<file path="config.mk">
export PLATFORM = sky130hd
export DESIGN_NAME = mips_cpu
export DESIGN_NICKNAME = d
export VERILOG_FILES = /design/src/rtl/mips_cpu.sv
export SDC_FILE = /design/constraint.sdc
export NUM_CORES = 2
export LEC_CHECK = 0
export BUFFER_PORTS_ARGS = -buffer_cell sky130_fd_sc_hd__buf_2
export CAP_MARGIN = 10
export CELL_PAD_IN_SITES_DETAIL_PLACEMENT = 1
export CELL_PAD_IN_SITES_GLOBAL_PLACEMENT = 1
export CORE_AREA = 2 2 422 424
export CTS_BUF_LIST = sky130_fd_sc_hd__clkbuf_16
export CTS_CLUSTER_SIZE = 25
export DETAILED_ROUTE_END_ITERATION = 6
export DIE_AREA = 0 0 424 426
export GPL_TIMING_DRIVEN = 0
export PLACE_DENSITY = 0.75
export SYNTH_ARGS = -nofsm -noshare
export SYNTH_HDL_FRONTEND = slang
export SYNTH_SLANG_ARGS = --single-unit
</file>
<file path="constraint.sdc">
create_clock -name clk -period 37.5 [get_ports clk]
set_input_delay 7.5 -clock clk [delete_from_list [all_inputs] [get_ports clk]]
set_output_delay 7.5 -clock clk [all_outputs]
set_load 0.02 [all_outputs]
</file>
<file path="src/rtl/mips_cpu.sv">
// mips_cpu: single-cycle MIPS-32 subset core with an optional CP0-lite block.
// Instruction and data memories sit outside the core and are reached through
// the i_/m_ ports. The w_/m_ trace ports show every retired register or
// memory write.
// Define MIPS_CP0_EN to build the SR/Cause/EPC registers, the external
// interrupt, and mfc0/mtc0/eret. When it is undefined, those three
// instructions are nops and the interrupt input is ignored.
module mips_cpu #(
    parameter logic [31:0] PC_RESET  = 32'h0000_3000,
    parameter logic [31:0] EXC_ENTRY = 32'h0000_4180,
    parameter logic [31:0] DM_TOP    = 32'h0000_2FFF,
    parameter logic [31:0] INT_ADDR  = 32'h0000_7F20
) (
    input  logic        clk,
    input  logic        reset,
    input  logic        interrupt,
    output logic [31:0] macroscopic_pc,
    output logic [31:0] i_inst_addr,
    input  logic [31:0] i_inst_rdata,
    output logic [31:0] m_data_addr,
    input  logic [31:0] m_data_rdata,
    output logic [31:0] m_data_wdata,
    output logic [3:0]  m_data_byteen,
    output logic [31:0] m_int_addr,
    output logic [3:0]  m_int_byteen,
    output logic [31:0] m_inst_addr,
    output logic        w_grf_we,
    output logic [4:0]  w_grf_addr,
    output logic [31:0] w_grf_wdata,
    output logic [31:0] w_inst_addr
);
    localparam logic [5:0] OP_RTYPE = 6'h00, OP_J = 6'h02, OP_JAL = 6'h03;
    localparam logic [5:0] OP_BEQ = 6'h04, OP_BNE = 6'h05, OP_ADDIU = 6'h09;
    localparam logic [5:0] OP_ORI = 6'h0D, OP_LUI = 6'h0F, OP_COP0 = 6'h10;
    localparam logic [5:0] OP_LB = 6'h20, OP_LH = 6'h21, OP_LW = 6'h23;
    localparam logic [5:0] OP_SB = 6'h28, OP_SH = 6'h29, OP_SW = 6'h2B;
    localparam logic [5:0] FN_SLL = 6'h00, FN_JR = 6'h08, FN_ADDU = 6'h21;
    localparam logic [5:0] FN_SUBU = 6'h23, FN_AND = 6'h24, FN_OR = 6'h25;
    localparam logic [5:0] FN_SLT = 6'h2A;

    function automatic logic [31:0] sext16(input logic [15:0] v);
        return {{16{v[15]}}, v};
    endfunction

    function automatic logic [31:0] sext8(input logic [7:0] v);
        return {{24{v[7]}}, v};
    endfunction

    logic [31:0] pc_r;
    logic [31:0] grf_r [0:31];
    logic [5:0]  op_s, funct_s;
    logic [4:0]  rs_s, rt_s, rd_s, shamt_s;
    logic [31:0] rs_val_s, rt_val_s, imm_sext_s, addr_s, pc_plus4_s;
    logic [31:0] seq_pc_s, pc_next_s, load_half_s, load_byte_s;
    logic [31:0] grf_wdata_s, st_wdata_s, cp0_rdata_s, epc_s;
    logic [4:0]  grf_waddr_s;
    logic [3:0]  st_be_s;
    logic        grf_we_s, cp0_en_s, int_take_s, dm_sel_s, int_sel_s;
    logic        is_mfc0_s, is_mtc0_s, is_eret_s;

    assign op_s       = i_inst_rdata[31:26];
    assign rs_s       = i_inst_rdata[25:21];
    assign rt_s       = i_inst_rdata[20:16];
    assign rd_s       = i_inst_rdata[15:11];
    assign shamt_s    = i_inst_rdata[10:6];
    assign funct_s    = i_inst_rdata[5:0];
    assign imm_sext_s = sext16(i_inst_rdata[15:0]);
    assign rs_val_s   = (rs_s == 5'd0) ? 32'd0 : grf_r[rs_s];
    assign rt_val_s   = (rt_s == 5'd0) ? 32'd0 : grf_r[rt_s];
    assign addr_s     = rs_val_s + imm_sext_s;
    assign pc_plus4_s = pc_r + 32'd4;

    assign is_mfc0_s = cp0_en_s & (op_s == OP_COP0) & (rs_s == 5'b00000);
    assign is_mtc0_s = cp0_en_s & (op_s == OP_COP0) & (rs_s == 5'b00100);
    assign is_eret_s = cp0_en_s & (i_inst_rdata == 32'h4200_0018);

`ifdef MIPS_CP0_EN
    logic [31:0] sr_r, epc_r;

    assign cp0_en_s   = 1'b1;
    assign int_take_s = interrupt & sr_r[10] & sr_r[0] & ~sr_r[1];
    assign epc_s      = epc_r;

    // CP0 read port: SR, Cause (live interrupt in IP[10]) and EPC
    always_comb begin
        cp0_rdata_s = 32'd0;
        case (rd_s)
            5'd12:   cp0_rdata_s = sr_r;
            5'd13:   cp0_rdata_s = {21'd0, interrupt, 10'd0};
            5'd14:   cp0_rdata_s = epc_r;
            default: cp0_rdata_s = 32'd0;
        endcase
    end

    // CP0 state: interrupt entry outranks eret and mtc0 of the same cycle
    always_ff @(posedge clk or posedge reset) begin
        if (reset) begin
            sr_r  <= 32'd0;
            epc_r <= 32'd0;
        end else if (int_take_s) begin
            epc_r    <= pc_r;
            sr_r[1]  <= 1'b1;
        end else if (is_eret_s) begin
            sr_r[1]  <= 1'b0;
        end else if (is_mtc0_s && rd_s == 5'd12) begin
            sr_r     <= rt_val_s & 32'h0000_FC03;
        end else if (is_mtc0_s && rd_s == 5'd14) begin
            epc_r    <= rt_val_s;
        end
    end
`else
    assign cp0_en_s    = 1'b0;
    assign int_take_s  = interrupt & 1'b0;
    assign epc_s       = 32'd0;
    assign cp0_rdata_s = 32'd0;
`endif

    // Load extraction: halfword by addr[1], byte by addr[1:0], sign-extended
    always_comb begin
        load_half_s = addr_s[1] ? sext16(m_data_rdata[31:16]) : sext16(m_data_rdata[15:0]);
        load_byte_s = 32'd0;
        case (addr_s[1:0])
            2'd0:    load_byte_s = sext8(m_data_rdata[7:0]);
            2'd1:    load_byte_s = sext8(m_data_rdata[15:8]);
            2'd2:    load_byte_s = sext8(m_data_rdata[23:16]);
            2'd3:    load_byte_s = sext8(m_data_rdata[31:24]);
            default: load_byte_s = 32'd0;
        endcase
    end

    // Main decode: GRF write, store lanes and sequential next PC
    always_comb begin
        seq_pc_s    = pc_plus4_s;
        grf_we_s    = 1'b0;
        grf_waddr_s = rt_s;
        grf_wdata_s = 32'd0;
        st_be_s     = 4'b0000;
        st_wdata_s  = rt_val_s;
        case (op_s)
            OP_RTYPE: begin
                grf_waddr_s = rd_s;
                case (funct_s)
                    FN_ADDU: begin grf_we_s = 1'b1; grf_wdata_s = rs_val_s + rt_val_s; end
                    FN_SUBU: begin grf_we_s = 1'b1; grf_wdata_s = rs_val_s - rt_val_s; end
                    FN_AND:  begin grf_we_s = 1'b1; grf_wdata_s = rs_val_s & rt_val_s; end
                    FN_OR:   begin grf_we_s = 1'b1; grf_wdata_s = rs_val_s | rt_val_s; end
                    FN_SLT:  begin
                        grf_we_s    = 1'b1;
                        grf_wdata_s = {31'd0, $signed(rs_val_s) < $signed(rt_val_s)};
                    end
                    FN_SLL:  begin grf_we_s = 1'b1; grf_wdata_s = rt_val_s << shamt_s; end
                    FN_JR:   seq_pc_s = rs_val_s;
                    default: grf_we_s = 1'b0;
                endcase
            end
            OP_ORI:   begin grf_we_s = 1'b1; grf_wdata_s = rs_val_s | {16'd0, i_inst_rdata[15:0]}; end
            OP_ADDIU: begin grf_we_s = 1'b1; grf_wdata_s = rs_val_s + imm_sext_s; end
            OP_LUI:   begin grf_we_s = 1'b1; grf_wdata_s = {i_inst_rdata[15:0], 16'd0}; end
            OP_LW:    begin grf_we_s = 1'b1; grf_wdata_s = m_data_rdata; end
            OP_LH:    begin grf_we_s = 1'b1; grf_wdata_s = load_half_s; end
            OP_LB:    begin grf_we_s = 1'b1; grf_wdata_s = load_byte_s; end
            OP_SW:    st_be_s = 4'b1111;
            OP_SH:    begin
                st_be_s    = addr_s[1] ? 4'b1100 : 4'b0011;
                st_wdata_s = {2{rt_val_s[15:0]}};
            end
            OP_SB:    begin
                st_be_s    = 4'b0001 << addr_s[1:0];
                st_wdata_s = {4{rt_val_s[7:0]}};
            end
            OP_BEQ:   begin
                if (rs_val_s == rt_val_s) seq_pc_s = pc_plus4_s + {imm_sext_s[29:0], 2'b00};
                else                      seq_pc_s = pc_plus4_s;
            end
            OP_BNE:   begin
                if (rs_val_s != rt_val_s) seq_pc_s = pc_plus4_s + {imm_sext_s[29:0], 2'b00};
                else                      seq_pc_s = pc_plus4_s;
            end
            OP_J:     seq_pc_s = {pc_r[31:28], i_inst_rdata[25:0], 2'b00};
            OP_JAL:   begin
                seq_pc_s    = {pc_r[31:28], i_inst_rdata[25:0], 2'b00};
                grf_we_s    = 1'b1;
                grf_waddr_s = 5'd31;
                grf_wdata_s = pc_plus4_s;
            end
            OP_COP0:  begin
                if (is_mfc0_s) begin
                    grf_we_s    = 1'b1;
                    grf_wdata_s = cp0_rdata_s;
                end else if (is_eret_s) begin
                    seq_pc_s = epc_s;
                end else begin
                    seq_pc_s = pc_plus4_s;
                end
            end
            default:  grf_we_s = 1'b0;
        endcase
    end

    assign pc_next_s = int_take_s ? EXC_ENTRY : seq_pc_s;
    assign dm_sel_s  = (addr_s <= DM_TOP);
    assign int_sel_s = (addr_s[31:2] == INT_ADDR[31:2]);

    assign macroscopic_pc = pc_r;
    assign i_inst_addr    = pc_r;
    assign m_data_addr    = addr_s;
    assign m_int_addr     = addr_s;
    assign m_data_wdata   = st_wdata_s;
    assign m_data_byteen  = (reset | int_take_s | ~dm_sel_s) ? 4'b0000 : st_be_s;
    assign m_int_byteen   = (reset | int_take_s | ~int_sel_s) ? 4'b0000 : st_be_s;
    assign m_inst_addr    = pc_r;
    assign w_grf_we       = grf_we_s & ~int_take_s & ~reset;
    assign w_grf_addr     = grf_waddr_s;
    assign w_grf_wdata    = grf_wdata_s;
    assign w_inst_addr    = pc_r;

    // Program counter
    always_ff @(posedge clk or posedge reset) begin
        if (reset) pc_r <= PC_RESET;
        else       pc_r <= pc_next_s;
    end

    // Register file; $0 is never written so it always reads back zero
    always_ff @(posedge clk or posedge reset) begin
        if (reset) begin
            for (int i = 0; i < 32; i++) grf_r[i] <= 32'd0;
        end else if (w_grf_we && grf_waddr_s != 5'd0) begin
            grf_r[grf_waddr_s] <= grf_wdata_s;
        end
    end
endmodule

</file>
# --- Word-level counts from Yosys, hierarchy flattened ---
# Cells that the tools add are included.
word_totals:
  reg_bits: 1056
  latchBits: 0
  ram_bits: 0
  rom_bits: 0
  in_bits: 67
  output_inout_bits: 270
  elab_cells: 122
  memories: 0
op_classes:
  addsub: 5
  multipliers: 0
  div: 0
  order_cmp: 6
  n_eq_ne: 25
  shift: 2
  muxes: 27
  bitwise: 12
  n_reduce_logical: 11
op_table:
  columns: ["cell", "n"]
  rows:
  - ["1024-bit bitwise mux", 1]
  - ["32-bit two-way mux", 11]
  - ["32-bit binary-select mux with 5-bit select", 2]
  - ["32-bit case mux with 4 select lines", 2]
  - ["32-bit case mux with 8 select lines", 1]
  - ["32-bit case mux with 6 select lines", 1]
  - ["32-bit demux with 5-bit select", 1]
  - ["32-bit adder", 3]
  - ["6-bit equality test (second input constant)", 11]
  - ["32-bit case mux with 2 select lines", 1]
  - ["32-bit by 3-bit adder with 32-bit output (second input constant)", 1]
  - ["32-bit bitwise AND", 1]
  - ["32-bit equality test", 1]
  - ["32-bit by 14-bit <= comparator with 1-bit output (second input constant)", 1]
  - ["32-bit < comparator", 1]
  - ["32-bit != test", 1]
  - ["32-bit by 16-bit bitwise OR with 32-bit output", 1]
  - ["32-bit bitwise OR", 1]
  - ["32-bit by 5-bit << shifter with 32-bit output", 1]
  - ["32-bit subtractor", 1]
  - ["30-bit by 13-bit equality test with 1-bit output (second input constant)", 1]
  - ["6-bit by 4-bit equality test with 1-bit output (second input constant)", 4]
  - ["6-bit >= comparator (second input constant)", 3]
  - ["5-bit inverter with 6-bit output", 3]
  - ["22 further kinds", 33]

# --- Longest topological paths before layout ---
depth:
  depth_word: 10
  ltp_mapped: 30
  ltp_nobuf: 19

# --- Worst setup path before layout ---
# Ideal clock, no wire load.
synth_timing:
  path_type: "input to output"
  startpoint: "input reset"
  endpoint: "output w_grf_we"
  t_arrival_ns: 32.876
  t_required_ns: 30.000
  setup_slack_ns: -2.876
  cell_stages: 3
  n_path_buf: 0
  cell_sequence: "inv_1 -> nand2_1 -> inv_1"
synth_between:
  elab_chain_len: 2
synth_rtl:
  columns: ["item", "line_no", "source"]
  rows:
  - ["from (decl)", "15", "input logic reset,"]
  - ["1-bit inverter", "212", "assign w_grf_we = grf_we_s & ~int_take_s & ~reset;"]
  - ["1-bit bitwise AND", "212", null]
  - ["to (decl)", "27", "output logic w_grf_we,"]
# No other way between the ends.

# --- Final worst setup path ---
layout_timing:
  startpoint: "input i_inst_rdata[22]"
  endpoint: "output w_grf_wdata[26]"
layout_between:
  elab_chain_len: 9
  elab_cells_between_ends: 20
  classes_between: "3 x add/sub; 3 x eq/ne; 8 x mux; 4 x bitwise; 2 x reduce/logical"
layout_rtl:
  columns: ["item", "line_no", "source"]
  rows:
  - ["from (decl)", "19", "input logic [31:0] i_inst_rdata,"]
  - ["5-bit inverter with 6-bit output (not written as such)", "68", "assign rs_val_s = (rs_s == 5'd0) ? 32'd0 : grf_r[rs_s];"]
  - ["32-bit binary-select mux with 5-bit select", "68", null]
  - ["32-bit two-way mux (not written as such) (2 in series)", "68", null]
  - ["32-bit two-way mux *", "68", null]
  - ["32-bit adder", "70, 157", null]
  - ["2-bit equality test (tied with other cells)", "122", "case (addr_s[1:0])"]
  - ["32-bit case mux with 4 select lines", "122", null]
  - ["32-bit case mux with 8 select lines *", "139", "case (op_s)"]
  - ["to (decl)", "29", "output logic [31:0] w_grf_wdata,"]
# Mark *: on every way between the ends. The rest lies on a longest branch, timed or not. The select of a mux whose other input is x is not followed.

==> flow_summary_export.csv <==
group,metric,value,unit
status,status,"complete, but fails checks",
status,violations,"DRC, capacitance limit, slew limit",
worst_hold_path,hold_path.class,"reg -> reg",
clocking,hold_buffers,0,
power_and_ir_drop,vdd_drop_max,0.00004037,V
routing,vias,71630,
timing,slew-limit-headroom,-0.06365,
synth,synth_top_family_by_area,"multiplexers",
timing,clock.fmax,0.03544,GHz
clocking,clock_sinks,1056,
layout,final_common_cell,"dfrtp_1",
routing,via_per_inst,7.121,
synth,synth_fp_nets,7280,
routing,wire_per_inst,43.65,um
timing,final-hold-violation-count,0,
grt,grt_most_used_layer,"met2",
power_and_ir_drop,p_per_area,44.00,nW/um^2
synth,ys_warn_count,0,
synth,dominantRegCellSynth,"dfrtp_1",
die,io-pin-count,337,
synth,ys_ff_latch,1056,
setup_path,crit_type,"in -> out",
grt,grt_max_degree,45,
synth,synth-compound-area-share,0.1651,
routing,dr.pass1.iters,7,
grt,grt_use_met2,0.6775,
synth,yosysUniqueCellTypes,110,
clocking,cts_tree,"yes",
clocking,cts.clk_slew.worst_paths,60,ps
grt,met3_usage,0.2029,
setup_path,startpoint_type,"input pin",
die,coreArea,175700,sq um
setup_path,slowest_delay,1120,ps
setup_path,cp-end-kind,"primary output",
layout,nFillCells,19750,
die,die_w,424,um
synth,synthMuxAreaShare,0.2344,
timing,rsz0062_at_grt,"false",
placement,port_buffers,331,
clocking,cts_max_path_buffers,3,
timing,setup_viol,0,
layout,utilization,0.4579,
synth,synth-edff-count,0,
timing,period_share,0.7524,
timing,worst_slack,9286,ps
synth,yosys.area_share.simple,0.1130,
die,rows,154,
setup_path,crit_top_cell,"buf_2",
placement,dp_slack,10150,ps
die,dieArea,180600,sq um
setup_path,path_delay_family,"buffers and inverters",
routing,ant_nets,0,
layout,multi_input_area,39100,sq um
layout,nNetsFinal,7843,
timing,fin_crit,28210,ps
grt,grt_pass1_wl,591900,um
synth,synthAdderAreaFrac,0.03189,
layout,syn2layout_area_growth,15.08,%
grt,use_met1,0.5399,
clocking,clk_latency,840,ps
setup_path,cp_num_buf_inv,15,
layout,regArea,26430,sq um
layout,drive_gt1_frac,0.2212,
clocking,cts_resized,0,
synth,synth_cells,7038,
placement,gp_congestion,1.066,
layout,final_cell_mix,"1054 x dfrtp_1, 871 x nor2_1, 783 x a21oi_1, 445 x buf_2, 432 x mux2i_1",
grt,antenna_found_initial,39,
routing,drtIter0Drc,10430,
routing,drc,14,
synth,synth_xor_area_frac,0.01328,
die,start_util,0.3979,
grt,overflow,0,
power_and_ir_drop,power,3.540,mW
synth,ys_seq_area_frac,0.3780,
timing,skew,49.80,ps
timing,tightest_slew,1595,ps
clocking,cts_made_buffers,116,
synth,synth_area_per_cell,9.934,sq um
die,die_h,426,um
setup_path,cp_max_fo,10,
grt,grt_usage,0.4744,
setup_path,required,30000,ps
flow_run,cap_violations,9,
synth,synth_area,69920,sq um
power_and_ir_drop,p_leak,36.46,nW
clocking,h-tree-depth,3,
synth,synthArstFlopShare,1.000,
grt,grt_pass1_vias,70800,
timing,drv_slew,75,
setup_path,cpMaxStageDelayCell,"a221oi_2",
clocking,cts_setup_buffers,0,
setup_path,arrival,20710,ps
placement,hpwl,325900,um
clocking,ctsRootBufferMaster,"clkbuf_16",
routing,routed_wirelength,439000,um
==> worst register-to-register path: stages, from the launching register on <==
cell,delay [ps]
dfrtp_1,410
mux4_2,500
mux4_2,490
mux2i_1,970
nor2_1,360
ha_1,400
clkbuf_1,360
or3_1,330
nor2_1,70
a211oi_1,800
nor3_1,240
o31ai_1,680
and3_1,250
buf_2,210
mux2_1,430
a2111o_1,500
a221oi_2,1120
buf_4,380
a21oi_1,90
==> cell families (layout without fill, tap and decap cells) <==
logic type / count (synthesis) / in the layout
AOI/OAI and AO/OA: 1853 / 1853
DFF: 1056 / 1056
adders and majority gates: 176 / 176
and+or+nand+nor: 1783 / 1783
muxes: 1110 / 1110
buffers and inverters: 954 / 1609
xor gates and xnor gates: 106 / 106
other: 0 / 26
==> final cells by class <==
class                   instances  share of cell area
clock inverters                92             0.01115
clock buffers                 118             0.03670
multi-input cells            5028              0.4859
diodes                         26           0.0008086
well taps                    2340             0.03639
flip-flops and latches       1056              0.3285
repair buffers                445             0.04404
inverters                     182            0.008537
plain buffers                 772             0.04799
==> synth_stat cells, types with 36 or more instances <==
| cell type | n | area share |
|---|---|---|
| dfrtp_1 | 1054 | 0.38 |
| nor2_1 | 877 | 0.047 |
| a21oi_1 | 783 | 0.056 |
| mux2i_1 | 432 | 0.062 |
| clkbuf_1 | 427 | 0.023 |
| nand2_1 | 418 | 0.022 |
| mux4_2 | 387 | 0.12 |
| mux2_2 | 284 | 0.046 |
| o21ai_0 | 263 | 0.019 |
| a22oi_1 | 186 | 0.020 |
| inv_1 | 176 | 0.0094 |
| ha_1 | 171 | 0.031 |
| buf_4 | 156 | 0.017 |
| nand3_1 | 141 | 0.010 |
| buf_2 | 103 | 0.0074 |
| a31oi_1 | 97 | 0.0087 |
| xnor2_1 | 72 | 0.0090 |
| nor3_1 | 63 | 0.0045 |
| o22ai_1 | 63 | 0.0056 |
| a221oi_1 | 61 | 0.0076 |
| buf_1 | 61 | 0.0033 |
| a21o_1 | 50 | 0.0054 |
| o221ai_1 | 36 | 0.0045 |
==> report_power, final <==
part | internal (mW) | leakage, nW | switching [mW]
clock | 0.673 | 1.95 | 0.549
combinational | 0.360 | 20.0 | 0.654
sequential | 1.21 | 14.5 | 0.0909
total | 2.25 | 36.5 | 1.29
==> per-layer routing <==
| layer | share of wire | vias to the layer above |
|---|---|---|
| li1 | - | 26910 |
| met1 | 0.34 | 36440 |
| met2 | 0.41 | 6180 |
| met3 | 0.14 | 2062 |
| met4 | 0.11 | 34 |
| met5 | 0.0013 | - |
==> state kept, by name, summed over array words and instances, names as in the netlist <==
signal,flops
grf_r,1024
i_inst_addr,32
==> worst paths after layout <==
check                                  from              end  slack [ps]  cells after the start
min in group asynchronous             reset  i_inst_addr[18]        6740                      2
min reg2reg                     grf_r[1010]      grf_r[1010]         480                      1
min                             grf_r[1010]      grf_r[1010]         480                      1
max reg2reg                       grf_r[11]       grf_r[538]       28720                     18
max in group asynchronous             reset       grf_r[262]       28830                      8
max                        i_inst_rdata[22]  w_grf_wdata[26]        9290                     31
==> metrics by stage <==
stage	instance area, sq um	std cells	hold WS, ps	TNS, ps
floorplan	69920	7038	424.6	0
global placement	74510	9709	438.1	-3626
detailed placement	76200	9802	464.7	0
CTS	80050	10010	485.7	0
global route	80410	10040	509.7	0
finish	80460	10060	484.0	0
Note: power is estimated with default switching activity, not from simulation.
